## src/rtl/resp_compactor_pkg.sv

```systemverilog
// resp_compactor_pkg: shared types, constants and the MISR step function for
// the response compactor.
//   state_t     - FSM encoding (IDLE, COMPACT, COMPARE, DONE)
//   DEF_POLY    - default Galois feedback polynomial (x^16 implicit)
//   DEF_SEED    - default signature seed
//   misr_step() - one MISR update, generic up to MISR_MAX_W bits
package resp_compactor_pkg;

    typedef enum logic [1:0] {
        IDLE    = 2'd0,
        COMPACT = 2'd1,
        COMPARE = 2'd2,
        DONE    = 2'd3
    } state_t;

    localparam logic [15:0] DEF_POLY   = 16'h1021;
    localparam logic [15:0] DEF_SEED   = 16'hFFFF;
    localparam int          MISR_MAX_W = 64;

    // One Galois MISR step on a 'width'-bit signature held in the low bits of
    // a 64-bit word. 'data' must already be zero-extended. The feedback bit is
    // taken by shifting rather than by a variable bit-select, so the function
    // folds to plain XOR logic when 'width' is a constant.
    function automatic logic [MISR_MAX_W-1:0] misr_step(
        input logic [MISR_MAX_W-1:0] sig,
        input logic [MISR_MAX_W-1:0] poly,
        input logic [MISR_MAX_W-1:0] data,
        input int                    width
    );
        logic [MISR_MAX_W-1:0] mask;
        logic [MISR_MAX_W-1:0] msb_word;
        logic [MISR_MAX_W-1:0] nxt;
        mask     = ~({MISR_MAX_W{1'b1}} << width);
        msb_word = (sig & mask) >> (width - 1);
        nxt      = (sig << 1) & mask;
        if (msb_word[0])
            nxt = nxt ^ poly;
        nxt = nxt ^ data;
        return nxt & mask;
    endfunction

endpackage

```

## src/rtl/resp_compactor_misr.sv

```systemverilog
// resp_compactor_misr (module misr_reg): signature register of the compactor.
// Ports:
//   clk, rst  - clock, synchronous active-high reset (loads SEED)
//   load      - reload SEED (takes priority over en)
//   en        - compact 'data' into the signature this cycle
//   data      - response word, zero-extended into the LSBs
//   sig       - current signature
module misr_reg
    import resp_compactor_pkg::*;
#(
    parameter int               RESP_W = 1,
    parameter int               SIG_W  = 16,
    parameter logic [SIG_W-1:0] POLY   = DEF_POLY,
    parameter logic [SIG_W-1:0] SEED   = DEF_SEED
) (
    input  logic              clk,
    input  logic              rst,
    input  logic              load,
    input  logic              en,
    input  logic [RESP_W-1:0] data,
    output logic [SIG_W-1:0]  sig
);

    logic [MISR_MAX_W-1:0] step_full;
    logic [SIG_W-1:0]      sig_next;

    always_comb begin
        step_full = misr_step(MISR_MAX_W'(sig), MISR_MAX_W'(POLY),
                              MISR_MAX_W'(data), SIG_W);
        sig_next  = step_full[SIG_W-1:0];
    end

    always_ff @(posedge clk) begin
        if (rst || load)
            sig <= SEED;
        else if (en)
            sig <= sig_next;
    end

endmodule

```

## src/rtl/resp_compactor.sv

```systemverilog
// resp_compactor: output-response analyzer. Compacts NUM_PAT response words
// into a MISR, then compares the signature against 'golden'.
// Ports:
//   clk, rst    - clock, synchronous active-high reset
//   start       - begin a run (honoured only in IDLE or DONE)
//   resp_valid  - resp_data carries a response this cycle
//   resp_data   - DUT response word
//   golden      - expected signature, sampled in COMPARE
//   busy        - state is COMPACT
//   done        - state is DONE
//   pass        - result of last compare, valid while done=1
//   signature   - current MISR contents
//   count       - responses accepted in the current run
module resp_compactor
    import resp_compactor_pkg::*;
#(
    parameter int               RESP_W  = 1,
    parameter int               SIG_W   = 16,
    parameter logic [SIG_W-1:0] POLY    = DEF_POLY,
    parameter logic [SIG_W-1:0] SEED    = DEF_SEED,
    parameter int               NUM_PAT = 4,
    localparam int              CNT_W   = $clog2(NUM_PAT + 1)
) (
    input  logic              clk,
    input  logic              rst,
    input  logic              start,
    input  logic              resp_valid,
    input  logic [RESP_W-1:0] resp_data,
    input  logic [SIG_W-1:0]  golden,
    output logic              busy,
    output logic              done,
    output logic              pass,
    output logic [SIG_W-1:0]  signature,
    output logic [CNT_W-1:0]  count
);

    state_t state, state_next;
    logic   start_ok;
    logic   accept;
    logic   last;

    // start in COMPACT/COMPARE is dropped; response data is only taken in
    // COMPACT, which also excludes the start cycle itself.
    assign start_ok = start && (state == IDLE || state == DONE);
    assign accept   = (state == COMPACT) && resp_valid;
    assign last     = accept && (count == CNT_W'(NUM_PAT - 1));

    always_ff @(posedge clk) begin
        if (rst)
            state <= IDLE;
        else
            state <= state_next;
    end

    always_comb begin
        state_next = state;
        case (state)
            IDLE:    if (start_ok) state_next = COMPACT;
            COMPACT: if (last)     state_next = COMPARE;
            COMPARE:               state_next = DONE;
            DONE:    if (start_ok) state_next = COMPACT;
            default:               state_next = IDLE;
        endcase
    end

    always_ff @(posedge clk) begin
        if (rst || start_ok)
            count <= '0;
        else if (accept)
            count <= count + 1'b1;
    end

    always_ff @(posedge clk) begin
        if (rst || start_ok)
            pass <= 1'b0;
        else if (state == COMPARE)
            pass <= (signature == golden);
    end

    misr_reg #(
        .RESP_W (RESP_W),
        .SIG_W  (SIG_W),
        .POLY   (POLY),
        .SEED   (SEED)
    ) u_misr (
        .clk  (clk),
        .rst  (rst),
        .load (start_ok),
        .en   (accept),
        .data (resp_data),
        .sig  (signature)
    );

    assign busy = (state == COMPACT);
    assign done = (state == DONE);

endmodule

```

## config.mk

```make
export PLATFORM = sky130hd
export DESIGN_NAME = resp_compactor
export DESIGN_NICKNAME = d
export VERILOG_FILES = /design/src/rtl/resp_compactor_pkg.sv /design/src/rtl/resp_compactor_misr.sv /design/src/rtl/resp_compactor.sv
export SDC_FILE = /design/constraint.sdc
export NUM_CORES = 1
export LEC_CHECK = 0
export ABC_AREA = 1
export CORE_MARGIN = 1
export CORE_UTILIZATION = 35
export DETAILED_ROUTE_END_ITERATION = 16
export GPL_TIMING_DRIVEN = 0
export PLACE_DENSITY_LB_ADDON = 0.05
export SYNTH_ARGS = -nofsm -noshare
export SYNTH_HDL_FRONTEND = slang
export SYNTH_SLANG_ARGS = --single-unit
```

## constraint.sdc

```tcl
create_clock -name clk -period 2.72 [get_ports clk]
set_input_delay 0.544 -clock clk [delete_from_list [all_inputs] [get_ports clk]]
set_output_delay 0.544 -clock clk [all_outputs]
set_load 0.02 [all_outputs]
```

==> results_dict.tcl <==
set metrics [dict create \
    status "completed" \
    final-setup-viol-count 0 \
    synth_seq_cells 22 \
    ys_warn_count 0 \
    post-dp-hpwl_um 2220 \
    diodes 0 \
    syn_area_per_cell_sq_um 6.78 \
    row_count 21 \
    period_needed_ns 2.12 \
    rr_startpoint "state[0]$_SDFFE_PP0P_" \
    synthXorXnorAreaFrac_pct 2.79 \
    synth_top_area_share_pct 35.1 \
    critPathArrivalTime_ns 1.58 \
    ios 43 \
    fillCellCount 343 \
    num_vias 1235 \
    power_frac_seq_pct 38.7 \
    p_int_mw 0.717 \
    antenna_found_initial 0 \
    layout-drive-gt1-share_pct 11.3 \
    p_leak_nw 0.898 \
    grt_pass1_wl_um 4550 \
    rsz0062_at_grt "false" \
    path_clk_slew_ns 0.12 \
    clock-sinks 22 \
    synth_area_leader_cell "dfxtp_1" \
    hold_end "pass$_SDFFE_PP0N_" \
    hp-class "reg2reg" \
    grt_max_degree 13 \
    ys_seq_area_share_pct 35.1 \
    synth_simple_gate_area_share_pct 23.1 \
    cts_buffers 3 \
    crit_required_ns 2.18 \
    endpoint_kind "output port" \
    whs_path_depth 2 \
    place.gp.congestion 0.830 \
    regToRegEndpoint "u_misr.sig[0]$_SDFFE_PP1P_" \
    layout.nets 258 \
    fin_skew_ns 0.00360 \
    fin_setup_tns_ns 0 \
    h-tree-depth 1 \
    synth_fa_ha_area_share_pct 4.99 \
    cts_tree "done" \
    clock.fmax_ghz 0.472 \
    vias_per_cell 4.46 \
    ys_types 22 \
    cp_max_fo 4 \
    relSlewSlack_pct 71.9 \
    clk_latency_ns 0.31 \
    switchingPower_mw 0.433 \
    ff2ff_setup_slack_ns 1.20 \
    first_iter_violations 40 \
    swShare_pct 37.6 \
    ctsResizeCount 0 \
    clockBufferDepth 2 \
    clkPwrFrac_pct 15.6 \
    post-route-period-util_pct 77.9 \
    synth_top_family_by_area "simple AND/OR/NAND/NOR gates" \
    first_pass_iters 4 \
    pwr_density_cell_nw_per_um2 650 \
    wl_um 2810 \
    start_util_pct 37.0 \
    synthTopCellsByArea "dfxtp_1 35%, nand2_1 15%, inv_1 8.7%" \
    area_growth_pct 41.0 \
    die_area_sq_um 3830 \
    syn_area_sq_um 1250 \
    vdd_drop_max_mv 0.298 \
    hold_viol 0 \
    synthCells 185 \
    antenna_left 0 \
    ff_latch_area_sq_um 440 \
    clock-root-buffer "clkbuf_4" \
    core_area_sq_um 3390 \
    synth_compound_area_share_pct 15.5 \
    comb_power_share_pct 45.7 \
    crit_chain "inv_1 -> ha_1 -> clkdlybuf4s50_1" \
    synthMuxAreaShare_pct 0 \
    grt_overflow 0 \
    tightest_slew_ns 0.421 \
    dp.cells 273 \
    path_class "reg2out" \
    chipHeight_um 61.9 \
    finalMaxSlewViolations 0 \
    die_w_um 61.9 \
    crit_slowest_cell "clkdlybuf4s50_1" \
    routedWlPerCell_um 10.1 \
    cts_setup_buffers 0 \
    drc 0 \
    synth_fp_nets 211 \
    cap_violations 0 \
    ctsHoldBuffers 0 \
    multi_input_area_sq_um 582 \
    portBuffers 42 \
    fin_cells 277 \
    min_from "pass$_SDFFE_PP0N_" \
    start_kind "register" \
    cpPeakStageDelay_ns 0.63 \
    first_global_vias 1074 \
    reg2regPathDepth 5 \
    grt_usage_pct 16.3 \
]
[cell type report]
cell class / count / share of cell area (%)
Buffer: 17 / 6.58
Clock buffer: 4 / 2.05
Inverter: 31 / 6.58
Multi-Input combinational cell: 115 / 32.9
Sequential cell: 22 / 24.9
Tap cell: 46 / 3.25
Timing Repair Buffer: 42 / 23.8
[routing by layer]
| metal | vias up | GRT usage, % | share of wire [%] |
|---|---|---|---|
| li1 | 656 | - | - |
| met3 | 5 | 3.11 | 4.6 |
| met2 | 29 | 26.6 | 47 |
| met5 | - | 0 | 0 |
| met4 | 0 | 7.30 | 1.8 |
| met1 | 545 | 20.9 | 47 |
[power by group through the flow]
stage | clock [mW] | sequential, mW | combinational, mW
finish | 0.180 | 0.444 | 0.525
global route | 0.204 | 0.456 | 0.590
CTS | 0.189 | 0.445 | 0.535
detailed placement | 0 | 0.453 | 0.533
global placement | 0 | 0.449 | 0.523
floorplan | 0 | 0.453 | 0.329
[kinds of logic (layout without fill, tap and decap cells)]
logic type | count (synthesis) | count (layout)
simple gates | 72 | 72
buf+inv | 48 | 94
compound gates | 34 | 34
flops | 22 | 22
fa+ha+maj | 5 | 5
xor+xnor | 4 | 4
[worst max path at each step]
| stage | startpoint | end | slack [ns] | cells past startpoint |
|---|---|---|---|---|
| after floorplan | state[1]$_SDFFE_PP0P_ | u_misr.sig[10]$_SDFFE_PP1P_ | 1.35 | 7 |
| after global placement | resp_valid | u_misr.sig[1]$_SDFFE_PP1P_ | 0.90 | 5 |
| after detailed placement | resp_valid | u_misr.sig[14]$_SDFFE_PP1P_ | 0.89 | 5 |
| after CTS | state[1]$_SDFFE_PP0P_ | busy | 0.58 | 3 |
| after global routing | state[1]$_SDFFE_PP0P_ | busy | 0.49 | 3 |
| final | state[1]$_SDFFE_PP0P_ | busy | 0.60 | 3 |
[cells in the final DEF (no fill, tap or decap), drive strengths merged, types with 3 or more instances in the layout]
| master | count |
|---|---|
| nand2 | 52 |
| clkdlybuf4s50 | 42 |
| inv | 31 |
| dfxtp | 22 |
| buf | 17 |
| a21oi | 14 |
| nor2 | 13 |
| o21ai | 12 |
| o211ai | 7 |
| nand3 | 6 |
| ha | 5 |
| clkbuf | 4 |
| xnor2 | 3 |
[Yosys cell counts (all sizes together)]
library cell and number:
nand2 52, inv 31, dfxtp 22, buf 17
a21oi 14, nor2 13, o21ai 12, o211ai 7
nand3 6, ha 5, xnor2 3, nand4 1
o21a 1, xor2 1
[worst max-delay path, delay by kind of cell (launching register included)]
| kind | cells | cell delay [ns] |
|---|---|---|
| buffers and inverters | 2 | 0.70 |
| flip-flops | 1 | 0.36 |
| adder cells (fa/ha/maj) | 1 | 0.21 |
[metrics by stage]
stage / total power [mW] / worst slack (ns) / utilization, % / instance area (sq um) / hold slack, ns
final: 1.15 / 0.600 / 52.2 / 1770 / 0.500
after global routing: 1.25 / 0.494 / 52.2 / 1770 / 0.534
after CTS: 1.17 / 0.575 / 52.2 / 1770 / 0.504
after detailed placement: 0.986 / 0.888 / 51.1 / 1730 / 0.480
after global placement: 0.973 / 0.897 / 51.1 / 1730 / 0.473
after floorplan: 0.782 / 1.35 / - / 1250 / 0.468
[state kept, by name (all words and copies together) (netlist names)]
signal      flops
u_misr.sig     16
state           2
count           3
pass            1
No activity file was read; power rests on OpenSTA's default activity.
